===== config.mk =====
export PLATFORM = sky130hd
export DESIGN_NAME = ex_stage
export DESIGN_NICKNAME = d
export VERILOG_FILES = /design/src/rtl/ex_stage_pkg.sv /design/src/rtl/ex_stage_div_iter.sv /design/src/rtl/ex_stage.sv
export SDC_FILE = /design/constraint.sdc
export NUM_CORES = 2
export LEC_CHECK = 0
export ABC_AREA = 1
export BUFFER_PORTS_ARGS = -buffer_cell sky130_fd_sc_hd__clkbuf_2
export CELL_PAD_IN_SITES_DETAIL_PLACEMENT = 1
export CELL_PAD_IN_SITES_GLOBAL_PLACEMENT = 2
export CORE_MARGIN = 1.5
export CORE_UTILIZATION = 30
export CTS_BUF_LIST = sky130_fd_sc_hd__clkbuf_4 sky130_fd_sc_hd__clkbuf_8
export DETAILED_ROUTE_END_ITERATION = 6
export PLACE_DENSITY = 0.77
export SLEW_MARGIN = 40
export SYNTH_ARGS = -nofsm -noshare
export SYNTH_HDL_FRONTEND = slang
export SYNTH_HIERARCHICAL = 1
export SYNTH_SLANG_ARGS = --single-unit

===== constraint.sdc =====
create_clock -name clk -period 3.2 [get_ports clk]
set_input_delay 0.16 -clock clk [delete_from_list [all_inputs] [get_ports clk]]
set_output_delay 0.16 -clock clk [all_outputs]
set_load 0.01 [all_outputs]

===== src/rtl/ex_stage_pkg.sv =====
// Shared widths, stall encoding, local func codes and ALU op bit positions for the EX stage.
package ex_stage_pkg;

    localparam int ID_TO_EX_WD   = 159;
    localparam int EX_TO_MEM_WD  = 76;
    localparam int STALL_WD      = 6;
    localparam int DIV_STEPS_DEF = 32;

    localparam logic STOP    = 1'b1;
    localparam logic NO_STOP = 1'b0;

    localparam logic [5:0] FUNC_DIV  = 6'b011010;
    localparam logic [5:0] FUNC_DIVU = 6'b011011;
    localparam logic [5:0] FUNC_MFHI = 6'b010000;
    localparam logic [5:0] FUNC_MFLO = 6'b010010;
    localparam logic [5:0] FUNC_MTHI = 6'b010001;
    localparam logic [5:0] FUNC_MTLO = 6'b010011;

    // bit positions inside the one-hot alu_op field
    localparam int OP_ADD  = 11;
    localparam int OP_SUB  = 10;
    localparam int OP_SLT  = 9;
    localparam int OP_SLTU = 8;
    localparam int OP_AND  = 7;
    localparam int OP_NOR  = 6;
    localparam int OP_OR   = 5;
    localparam int OP_XOR  = 4;
    localparam int OP_SLL  = 3;
    localparam int OP_SRL  = 2;
    localparam int OP_SRA  = 1;
    localparam int OP_LUI  = 0;

    typedef enum logic [1:0] {
        DIV_IDLE = 2'd0,
        DIV_BUSY = 2'd1,
        DIV_DONE = 2'd2
    } div_state_e;

    function automatic logic [31:0] sext16(input logic [15:0] v);
        return {{16{v[15]}}, v};
    endfunction

endpackage


===== src/rtl/ex_stage_div_iter.sv =====
// Iterative restoring divider: one quotient bit per cycle, signs applied on the way out.
//
// state | meaning
// IDLE  | waiting for a divide to appear in EX
// BUSY  | restoring steps in progress, cnt counts down to terminal 0
// DONE  | quo/rem valid; held until the divide leaves EX (ack)
module div_iter
    import ex_stage_pkg::*;
#(
    parameter int STEPS = DIV_STEPS_DEF
) (
    input  logic        clk,
    input  logic        rst,
    input  logic        start,
    input  logic        ack,
    input  logic        signed_en,
    input  logic [31:0] a,
    input  logic [31:0] b,
    output logic        busy,
    output logic        done,
    output logic [31:0] quo,
    output logic [31:0] rem
);

    localparam int CNT_W = $clog2(STEPS);

    div_state_e state, state_nx;
    logic [CNT_W-1:0] cnt;
    logic [31:0] quo_r, rem_r, div_r, a_abs, b_abs;
    logic        q_neg, r_neg, step_ge;
    logic [32:0] rem_shift, rem_diff;

    assign a_abs     = (signed_en && a[31]) ? (~a + 32'd1) : a;
    assign b_abs     = (signed_en && b[31]) ? (~b + 32'd1) : b;
    assign rem_shift = {rem_r, quo_r[31]};
    assign rem_diff  = rem_shift - {1'b0, div_r};
    assign step_ge   = (rem_shift >= {1'b0, div_r});

    // state register
    always_ff @(posedge clk or negedge rst) begin
        if (!rst) state <= DIV_IDLE;
        else      state <= state_nx;
    end

    // next-state: start -> 32 steps -> hold result until acknowledged
    always_comb begin
        state_nx = state;
        case (state)
            DIV_IDLE: if (start)      state_nx = DIV_BUSY;
            DIV_BUSY: if (cnt == '0)  state_nx = DIV_DONE;
            DIV_DONE: if (ack)        state_nx = DIV_IDLE;
            default:                  state_nx = DIV_IDLE;
        endcase
    end

    // operand latch and one restoring step per BUSY cycle
    always_ff @(posedge clk or negedge rst) begin
        if (!rst) begin
            cnt   <= '0;
            quo_r <= '0;
            rem_r <= '0;
            div_r <= '0;
            q_neg <= 1'b0;
            r_neg <= 1'b0;
        end else begin
            case (state)
                DIV_IDLE: if (start) begin
                    quo_r <= a_abs;
                    rem_r <= '0;
                    div_r <= b_abs;
                    q_neg <= signed_en && (a[31] ^ b[31]);
                    r_neg <= signed_en && a[31];
                    cnt   <= CNT_W'(STEPS - 1);
                end
                DIV_BUSY: begin
                    quo_r <= {quo_r[30:0], step_ge};
                    rem_r <= step_ge ? rem_diff[31:0] : rem_shift[31:0];
                    cnt   <= cnt - CNT_W'(1);
                end
                default: ;
            endcase
        end
    end

    assign busy = (state == DIV_BUSY);
    assign done = (state == DIV_DONE);
    assign quo  = q_neg ? (~quo_r + 32'd1) : quo_r;
    assign rem  = r_neg ? (~rem_r + 32'd1) : rem_r;

endmodule


===== src/rtl/ex_stage.sv =====
// MIPS execute stage: ID/EX register, ALU, data SRAM request, forwarding taps, HI/LO and divider.
module ex_stage
    import ex_stage_pkg::*;
#(
    parameter int DIV_STEPS = DIV_STEPS_DEF
) (
    input  logic                    clk,
    input  logic                    rst,
    input  logic [STALL_WD-1:0]     stall,
    input  logic [ID_TO_EX_WD-1:0]  id_to_ex_bus,
    output logic [EX_TO_MEM_WD-1:0] ex_to_mem_bus,
    output logic                    data_sram_en,
    output logic [3:0]              data_sram_wen,
    output logic [31:0]             data_sram_addr,
    output logic [31:0]             data_sram_wdata,
    output logic                    ex_wreg,
    output logic [4:0]              ex_waddr,
    output logic [31:0]             ex_wdata,
    output logic                    ex_opl,
    output logic                    stallreq_for_ex
);

    logic [ID_TO_EX_WD-1:0] bus_r;
    logic [31:0] pc, inst, rdata1, rdata2;
    logic [11:0] alu_op;
    logic [2:0]  src1_sel;
    logic [3:0]  src2_sel, ram_wen;
    logic        ram_en, rf_we, sel_rf_res;
    logic [4:0]  rf_waddr;

    // ID/EX register: bubble when EX stops but MEM runs, load when EX runs, else hold
    always_ff @(posedge clk or negedge rst) begin
        if (!rst)                                       bus_r <= '0;
        else if (stall[2] == STOP && stall[3] == NO_STOP) bus_r <= '0;
        else if (stall[2] == NO_STOP)                   bus_r <= id_to_ex_bus;
    end

    assign {pc, inst, alu_op, src1_sel, src2_sel, ram_en, ram_wen,
            rf_we, rf_waddr, sel_rf_res, rdata1, rdata2} = bus_r;

    logic is_special, inst_div, inst_divu, inst_mfhi, inst_mflo, inst_mthi, inst_mtlo;
    logic div_in_ex, leave_ex, mf_op;

    assign is_special = (inst[31:26] == 6'd0);
    assign inst_div   = is_special && (inst[5:0] == FUNC_DIV);
    assign inst_divu  = is_special && (inst[5:0] == FUNC_DIVU);
    assign inst_mfhi  = is_special && (inst[5:0] == FUNC_MFHI);
    assign inst_mflo  = is_special && (inst[5:0] == FUNC_MFLO);
    assign inst_mthi  = is_special && (inst[5:0] == FUNC_MTHI);
    assign inst_mtlo  = is_special && (inst[5:0] == FUNC_MTLO);
    assign div_in_ex  = inst_div || inst_divu;
    assign leave_ex   = (stall[2] == NO_STOP);
    assign mf_op      = inst_mfhi || inst_mflo;

    logic [31:0] imm_sext, src1, src2, alu_res, ex_result;
    logic [4:0]  shamt;

    assign imm_sext = sext16(inst[15:0]);
    assign src1 = ({32{src1_sel[0]}} & rdata1)
                | ({32{src1_sel[1]}} & pc)
                | ({32{src1_sel[2]}} & {27'd0, inst[10:6]});
    assign src2 = ({32{src2_sel[0]}} & rdata2)
                | ({32{src2_sel[1]}} & imm_sext)
                | ({32{src2_sel[2]}} & 32'd8)
                | ({32{src2_sel[3]}} & {16'd0, inst[15:0]});
    assign shamt = src1[4:0];

    // one-hot ALU: OR of the selected result terms
    always_comb begin
        alu_res = '0;
        if (alu_op[OP_ADD])  alu_res = alu_res | (src1 + src2);
        if (alu_op[OP_SUB])  alu_res = alu_res | (src1 - src2);
        if (alu_op[OP_SLT])  alu_res = alu_res | {31'd0, ($signed(src1) < $signed(src2))};
        if (alu_op[OP_SLTU]) alu_res = alu_res | {31'd0, (src1 < src2)};
        if (alu_op[OP_AND])  alu_res = alu_res | (src1 & src2);
        if (alu_op[OP_NOR])  alu_res = alu_res | ~(src1 | src2);
        if (alu_op[OP_OR])   alu_res = alu_res | (src1 | src2);
        if (alu_op[OP_XOR])  alu_res = alu_res | (src1 ^ src2);
        if (alu_op[OP_SLL])  alu_res = alu_res | (src2 << shamt);
        if (alu_op[OP_SRL])  alu_res = alu_res | (src2 >> shamt);
        if (alu_op[OP_SRA])  alu_res = alu_res | $unsigned($signed(src2) >>> shamt);
        if (alu_op[OP_LUI])  alu_res = alu_res | {src2[15:0], 16'd0};
    end

    logic        div_busy, div_done;
    logic [31:0] div_quo, div_rem, hi, lo;

    div_iter #(.STEPS(DIV_STEPS)) u_div (
        .clk       (clk),
        .rst       (rst),
        .start     (div_in_ex && !div_busy && !div_done),
        .ack       (leave_ex),
        .signed_en (inst_div),
        .a         (rdata1),
        .b         (rdata2),
        .busy      (div_busy),
        .done      (div_done),
        .quo       (div_quo),
        .rem       (div_rem)
    );

    // HI/LO: divide result while DONE (repeatable if held; skipped for zero divisor), moves on leaving EX
    always_ff @(posedge clk or negedge rst) begin
        if (!rst) begin
            hi <= '0;
            lo <= '0;
        end else if (div_done && rdata2 != 32'd0) begin
            lo <= div_quo;
            hi <= div_rem;
        end else if (leave_ex && inst_mthi) begin
            hi <= rdata1;
        end else if (leave_ex && inst_mtlo) begin
            lo <= rdata1;
        end
    end

    logic       rf_we_eff;
    logic [4:0] waddr_eff;

    assign ex_result = inst_mfhi ? hi : (inst_mflo ? lo : alu_res);
    assign rf_we_eff = rf_we || mf_op;
    assign waddr_eff = mf_op ? inst[15:11] : rf_waddr;

    assign stallreq_for_ex = div_in_ex && !div_done;

    assign data_sram_en    = ram_en;
    assign data_sram_wen   = ram_wen;
    assign data_sram_addr  = rdata1 + imm_sext;
    assign data_sram_wdata = rdata2;

    assign ex_wreg  = rf_we_eff;
    assign ex_waddr = waddr_eff;
    assign ex_wdata = ex_result;
    assign ex_opl   = sel_rf_res;

    assign ex_to_mem_bus = {pc, ram_en, ram_wen, sel_rf_res, rf_we_eff, waddr_eff, ex_result};

    // rs/rt register indices are consumed in ID; only their read data arrives here
    logic unused_bits;
    assign unused_bits = ^{inst[25:16], stall[5:4], stall[1:0]};

endmodule


Word level (Yosys, flattened, before mapping):

Cells that the tools add are included.

* add/sub/neg operators: 9
* $lt $le $gt $ge: 3
* eq/ne operators: 13
* shifts and indexed selects: 3
* multiplexer cells: 37
* bitwise logic cells: 33
* reduce and logical (&&, ||, !) cells: 32

Operators with widths (count)
* 32-bit 2-to-1 mux: 26
* 32-bit OR: 14
* 159-bit 2-to-1 mux: 2
* 32-bit AND: 5
* 32-bit NOT: 5
* 32-bit by 1-bit adder with 32-bit output (second input constant): 4
* 32-bit case mux with 2 select lines: 2
* 32-bit adder: 2
* 32-bit < comparator: 2
* 32-bit by 1-bit OR with 32-bit output: 2
* 32-bit subtractor: 2
* 6-bit by 5-bit == test with 1-bit output (second input constant): 6
* 33-bit by 32-bit greater-or-equal comparator with 1-bit output: 1
* 32-bit by 16-bit AND with 32-bit output: 1
* 32-bit by 5-bit AND with 32-bit output: 1
* 32-bit by 4-bit OR with 32-bit output: 1
* 32-bit nonzero test: 1
* 32-bit by 5-bit left shift with 32-bit output: 1
* 32-bit by 5-bit right shift with 32-bit output: 1
* 32-bit by 5-bit >>> shifter with 32-bit output: 1
* 32-bit bitwise XOR: 1
* 1-bit logical AND: 16
* 5-bit 2-to-1 mux: 2
* 5-bit case mux with 2 select lines: 1
* other kinds (17): 30

* register bits: 328
* bits of input ports: 167
* output and inout bits: 185
* word-level logic and storage cells: 140

Logic depth before layout (Yosys ltp):

* depth in word-level cells: 30
* depth in mapped cells: 25
* gate-level depth less buffers: 22

Modules after synthesis:

The synthesis kept the hierarchy.

By module, submodules not included
* ex_stage: times used 1, cells an instance 3656, area each 22321.4 sq um, sequential area each 5330.1 sq um
* div_iter: times used 1, cells an instance 1709, area each 10402.5 sq um, sequential area each 2627.5 sq um

Worst setup path before layout:

OpenSTA, ideal clock, no wires.

* path kind: register -> output
* from: reg bus_r[35]
* to: out ex_wdata[18]
* arrival: 2.974 ns
* required time: 3.040 ns
* path slack: 0.066 ns
* cell stages (with the launch flop): 23
* buffers on the path: 4
* cell sequence: dfrtp_1 nand2_1 nand3_1 clkinv_1 buf_2 buf_1 ha_1 inv_1 clkbuf_1 a21oi_1 inv_1 nor2_1 nand2_1 nand3_1 nand2_1 inv_1 o21bai_1 nand2_1 nand3_1 nand3_1 nand2_1 nand2_1 buf_4

* longest elaborated chain between the ends: 29
* elaborated cells on any way between the ends: 33
* those cells by class: add/sub (2); shift (3); mux (14); bitwise (14)

Ends and longest elaborated chain
* start: declaration: line ex_stage.sv:23 `logic [ID_TO_EX_WD-1:0] bus_r;`
* start signal: assignment: line ex_stage.sv:35 `else if (stall[2] == NO_STOP) bus_r <= id_to_ex_bus;`
* 32-bit AND (*): line ex_stage.sv:59 `assign src1 = ({32{src1_sel[0]}} & rdata1)`
* 32-bit OR (*): line ex_stage.sv:60 `| ({32{src1_sel[1]}} & pc)`
* 32-bit OR (*): line ex_stage.sv:61 `| ({32{src1_sel[2]}} & {27'd0, inst[10:6]});`
* 32-bit adder: line ex_stage.sv:71 `if (alu_op[OP_ADD]) alu_res = alu_res | (src1 + src2);`
* 32-bit 2-to-1 mux: line ex_stage.sv:71
* 32-bit OR: line ex_stage.sv:72 `if (alu_op[OP_SUB]) alu_res = alu_res | (src1 - src2);`
* 32-bit 2-to-1 mux: line ex_stage.sv:72
* 32-bit by 1-bit OR with 32-bit output: line ex_stage.sv:73 `if (alu_op[OP_SLT]) alu_res = alu_res | {31'd0, ($signed(src1) < $signed(src2))};`
* [... 12 more ...]
* 32-bit 2-to-1 mux: line ex_stage.sv:79 `if (alu_op[OP_SLL]) alu_res = alu_res | (src2 << shamt);`
* 32-bit OR: line ex_stage.sv:80 `if (alu_op[OP_SRL]) alu_res = alu_res | (src2 >> shamt);`
* 32-bit 2-to-1 mux: line ex_stage.sv:80
* 32-bit OR: line ex_stage.sv:81 `if (alu_op[OP_SRA]) alu_res = alu_res | $unsigned($signed(src2) >>> shamt);`
* 32-bit 2-to-1 mux (*): line ex_stage.sv:81
* 32-bit OR: line ex_stage.sv:82 `if (alu_op[OP_LUI]) alu_res = alu_res | {src2[15:0], 16'd0};`
* 32-bit 2-to-1 mux (*): line ex_stage.sv:82
* 32-bit 2-to-1 mux (*) (2 in series): line ex_stage.sv:120 `assign ex_result = inst_mfhi ? hi : (inst_mflo ? lo : alu_res);`
* end: declaration: line ex_stage.sv:18 `output logic [31:0] ex_wdata,`

Every way passes the cells marked *; elsewhere a longest branch is shown, timed or not.

Worst setup path after layout:

* from: reg bus_r[79]
* to: out ex_to_mem_bus[7]

* longest elaborated chain between the ends: 28
* elaborated cells on any way between the ends: 36
* those cells by class: add/sub (2); shift (3); mux (14); bitwise (17)

Ends and longest elaborated chain
* 32-bit by 16-bit AND with 32-bit output (*): line ex_stage.sv:65 `| ({32{src2_sel[3]}} & {16'd0, inst[15:0]});`
* 32-bit OR (*): line ex_stage.sv:65
* 32-bit adder: line ex_stage.sv:71
* 32-bit 2-to-1 mux: line ex_stage.sv:71
* 32-bit OR: line ex_stage.sv:72
* 32-bit 2-to-1 mux: line ex_stage.sv:72
* 32-bit by 1-bit OR with 32-bit output: line ex_stage.sv:73
* 32-bit 2-to-1 mux: line ex_stage.sv:73
* [... 11 more ...]
* 32-bit 2-to-1 mux: line ex_stage.sv:79
* 32-bit OR: line ex_stage.sv:80
* 32-bit 2-to-1 mux: line ex_stage.sv:80
* 32-bit OR: line ex_stage.sv:81
* 32-bit 2-to-1 mux (*): line ex_stage.sv:81
* 32-bit OR: line ex_stage.sv:82
* 32-bit 2-to-1 mux (*): line ex_stage.sv:82
* 32-bit 2-to-1 mux (*) (2 in series): line ex_stage.sv:120
* end: declaration: line ex_stage.sv:11 `output logic [EX_TO_MEM_WD-1:0] ex_to_mem_bus,`

Marked as above.

==> results.md <==
- Outcome: finished, violations left
- FFs w/ async S/R, synth: 100%
- Die area: approximately 110,000 sq um
- Gr usage total: between 30% and 40%
- Area grow syn2layout: 48.2%
- Placed Cells: 7,582
- Average cell area after synthesis: 6.10 sq um
- Post-place setup slack: -0.853 ns
- Power Density: 619 nW/um^2
- Synth top area share: roughly a quarter
- Via count: 42.4k
- Synth cell count leaders: 1,657 x nand2_1, 653 x inv_1, 584 x nand3_1
- Post-synth EDFFs: 0
- Setup TNS: -53.28 ns
- Crit end category: output pin
- Ys Warns: 6
- Top area cells in the synthesized netlist: dfrtp_1 24%, nand2_1 19%, nand3_1 8.9%
- Final Hold Vio Count: 1
- Kind of critical path: flop to output pin
- Final Skew: slightly below 0.08 ns
- Crit-path cells: nor2_4 > buf_12 > buf_16 > o21ai_4 > inv_4 > ha_4 > inv_2 > nand2_2 > inv_2 > buf_6 > nand2_4 > inv_2 > nand2_2 > nand2_4 > buf_6 > o21ai_2 > nand4_1 > nand3b_1 > nand2_1 > nand2_2 > buf_6
- Commonest register cell after synthesis: dfrtp_1
- Clk_lat worst skew: 0.76 ns
- Sequential fraction of the synthesis area: 24.3%
- Cell area after synthesis: 32,700 sq um
- DIE WIDTH: around 330 um
- Non-Filler Instances: 7,924
- WL final: 201,000 um
- Clk root buf: clkbuf_8
- Initial antenna violation count: 6
- Synth area leader: dfrtp_1
- Tightest Pin Transition: 0.836 ns
- DR WL/cell: 25.4 um
- CP max-delay cell: dfrtp_1
- Initial DRC count: 3,313
- Vias in the first global route: 43.2k
- Max IR drop VDD: ~1.1 mV
- Final setup vio count: 83
- CP Max Fanout: 4
- Slew headroom: 44.3%
- Setup ws final: -0.901 ns
- Final GP Congestion: 1.06
- I/O pins: 352
- NumNets Final: about 6.8k
- Row count: between 100 and 150
- Tmin final: 4.10 ns
- FMAX: 0.244 GHz
- Clock slew seen by the registers of the worst setup and hold paths: 0.07 ns
- Die height: 333 um
- Clock sinks: between 300 and 400
- Max-Cap Viols: 0
- Share of cells above drive strength 1: 30.6%
- RSZ-0062 raised after global routing: true
- Distinct cells, synth: 58
- Largest net degree at the start of global routing: between 150 and 200
- Residual DRC: 0
- Via density: 5.35
- Crit-path leading delay family: simple AND/OR/NAND/NOR gates
- Crit path required time: 3.04 ns
- Number of buffers and inverters on the critical path: 9
- Seq cells post-synth: 318
- Startpoint Class: flop
- Slew Viols, Final: 0
- Drt first pass iters: 6
- CTS buffer count: 67
- Final ANT Viol Nets: 0
- Gate count after technology mapping: 5,365
- CP arrival: 3.94 ns
- Final period util: 128%
- Placement-stage cell area: 41,000 sq um
- Grt total ovfl: 0
- Core Region: between 100,000 and 150,000 sq um
- First-pass GRT wire length: roughly 290,000 um
- Final Instance Area: approximately 49,000 sq um
- Clock Path Buffers: 3
- TritonCTS clock tree: yes
- Hold WC Path Type: input pin to asynchronous set/reset pin
- Layout Utilization: about 45%
- Port buffer count: about 340
- Slowest stage delay, CP: 0.49 ns
- Post-DP HPWL: roughly 160,000 um
- Hold Slack: -0.0363 ns
- # H-tree levels: 3
- Post-synth net total: 5,705
- Lkg Pwr: approximately 24 nW
- Most common cell in the netlist: nand2_1
- Violations in the final reports: hold timing, setup timing
- Initial core utilization: 30.4%
routing by layer:
metal | track usage, % | vias up | routed length (um)
met1 | 43.8 | 20819 | 83100
met2 | 55.8 | 1562 | 90900
met3 | 4.64 | 482 | 12300
met4 | 21.4 | 4 | 14800
met5 | 0 | - | 23
li1 | - | 19546 | -
final cells by class:
| type | instances | area (sq um) |
|---|---|---|
| Clock inverter | 16 | 191 |
| Sequential cell | 318 | 7960 |
| Antenna cell | 7 | 17.5 |
| Multi-Input combinational cell | 4050 | 23800 |
| Timing Repair Buffer | 1356 | 11000 |
| Tap cell | 1403 | 1760 |
| Clock buffer | 99 | 1240 |
| Inverter | 675 | 2590 |
| Fill cell | 13871 | 59100 |
repair_timing:
action,CTS,global route
hold buffers,150,0
pin swaps,116,137
gates cloned,2,1
endpoints found under the setup margin,97,148
hold endpoints to repair,226,0
buffers inserted,31,41
resized for setup,497,522
where the power goes:
| group | leakage, nW | switching, mW | internal (mW) |
|---|---|---|---|
| combinational | 19.5 | 13.0 | 7.11 |
| sequential | 4.16 | 0.468 | 4.48 |
| clock | 0.754 | 2.26 | 2.73 |
| total | 24.4 | 15.7 | 14.3 |
path summary, 6_finish.rpt:
kind / end / cells after the start / slack, ns / startpoint
max reg2reg: lo[29] / 10 / 0.14 / bus_r[11]
max in group asynchronous: bus_r[37] / 4 / 2.15 / rst
min in group clk: bus_r[92] / 4 / 0.12 / stall[2]
min reg2reg: u_div/div_r[6] / 2 / 0.49 / u_div/div_r[6]
max: ex_to_mem_bus[7] / 21 / -0.90 / bus_r[79]
min: u_div/quo_r[12] / 2 / -0.04 / rst
state kept, by name, indices dropped and copies added, names as in the netlist:
| signal | count |
|---|---|
| u_div/div_r | 32 |
| u_div/r_neg | 1 |
| lo | 32 |
| u_div/quo_r | 32 |
| u_div/state | 2 |
| hi | 32 |
| u_div/q_neg | 1 |
| bus_r | 149 |
| u_div/rem_r | 32 |
| u_div/cnt | 5 |
through the flow:
step / power, mW / hold WS, ns
6_report: 30.0 / -0.0363
5_1_grt: 31.9 / 0.00123
4_1_cts: 28.8 / 0.0698
3_5_place_dp: 22.8 / 0.275
3_3_place_gp: 22.6 / 0.264
2_1_floorplan: 15.8 / -0.136
cell usage in the layout (no fill, tap or decap), drive strengths merged, types with 5 or more instances in the layout:
master | netlist | layout
a211oi | 5 | 5
a21boi | 12 | 12
a21o | 12 | 12
a21oi | 199 | 199
a221oi | 9 | 9
a22oi | 33 | 33
a31oi | 50 | 50
and2 | 10 | 10
buf | 195 | 920
clkbuf | 127 | 385
clkinv | 6 | 12
dfrtp | 318 | 318
diode | 0 | 7
dlygate4sd3 | 0 | 150
ha | 171 | 171
inv | 669 | 673
nand2 | 1669 | 1669
nand3 | 591 | 591
nand3b | 15 | 15
nand4 | 49 | 49
nor2 | 428 | 428
nor3 | 71 | 71
nor4 | 13 | 13
o2111ai | 5 | 5
o211ai | 64 | 64
o21a | 5 | 5
o21ai | 422 | 422
o21bai | 12 | 12
o22ai | 36 | 36
or2 | 11 | 11
xnor2 | 37 | 37
xor2 | 100 | 100
cell families (layout without fill, tap and decap cells):
logic type      count (synthesis)  in the layout  synth area share [%]
compound gates                880            880                  15.5
xor+xnor                      137            137                  3.67
fa+ha+maj                     173            173                  6.66
buf+inv                       997           2146                  13.2
flops                         318            318                  24.3
other cells                     0              7                     0
simple gates                 2860           2860                  36.7
Note: power is estimated with default switching activity, not from simulation.
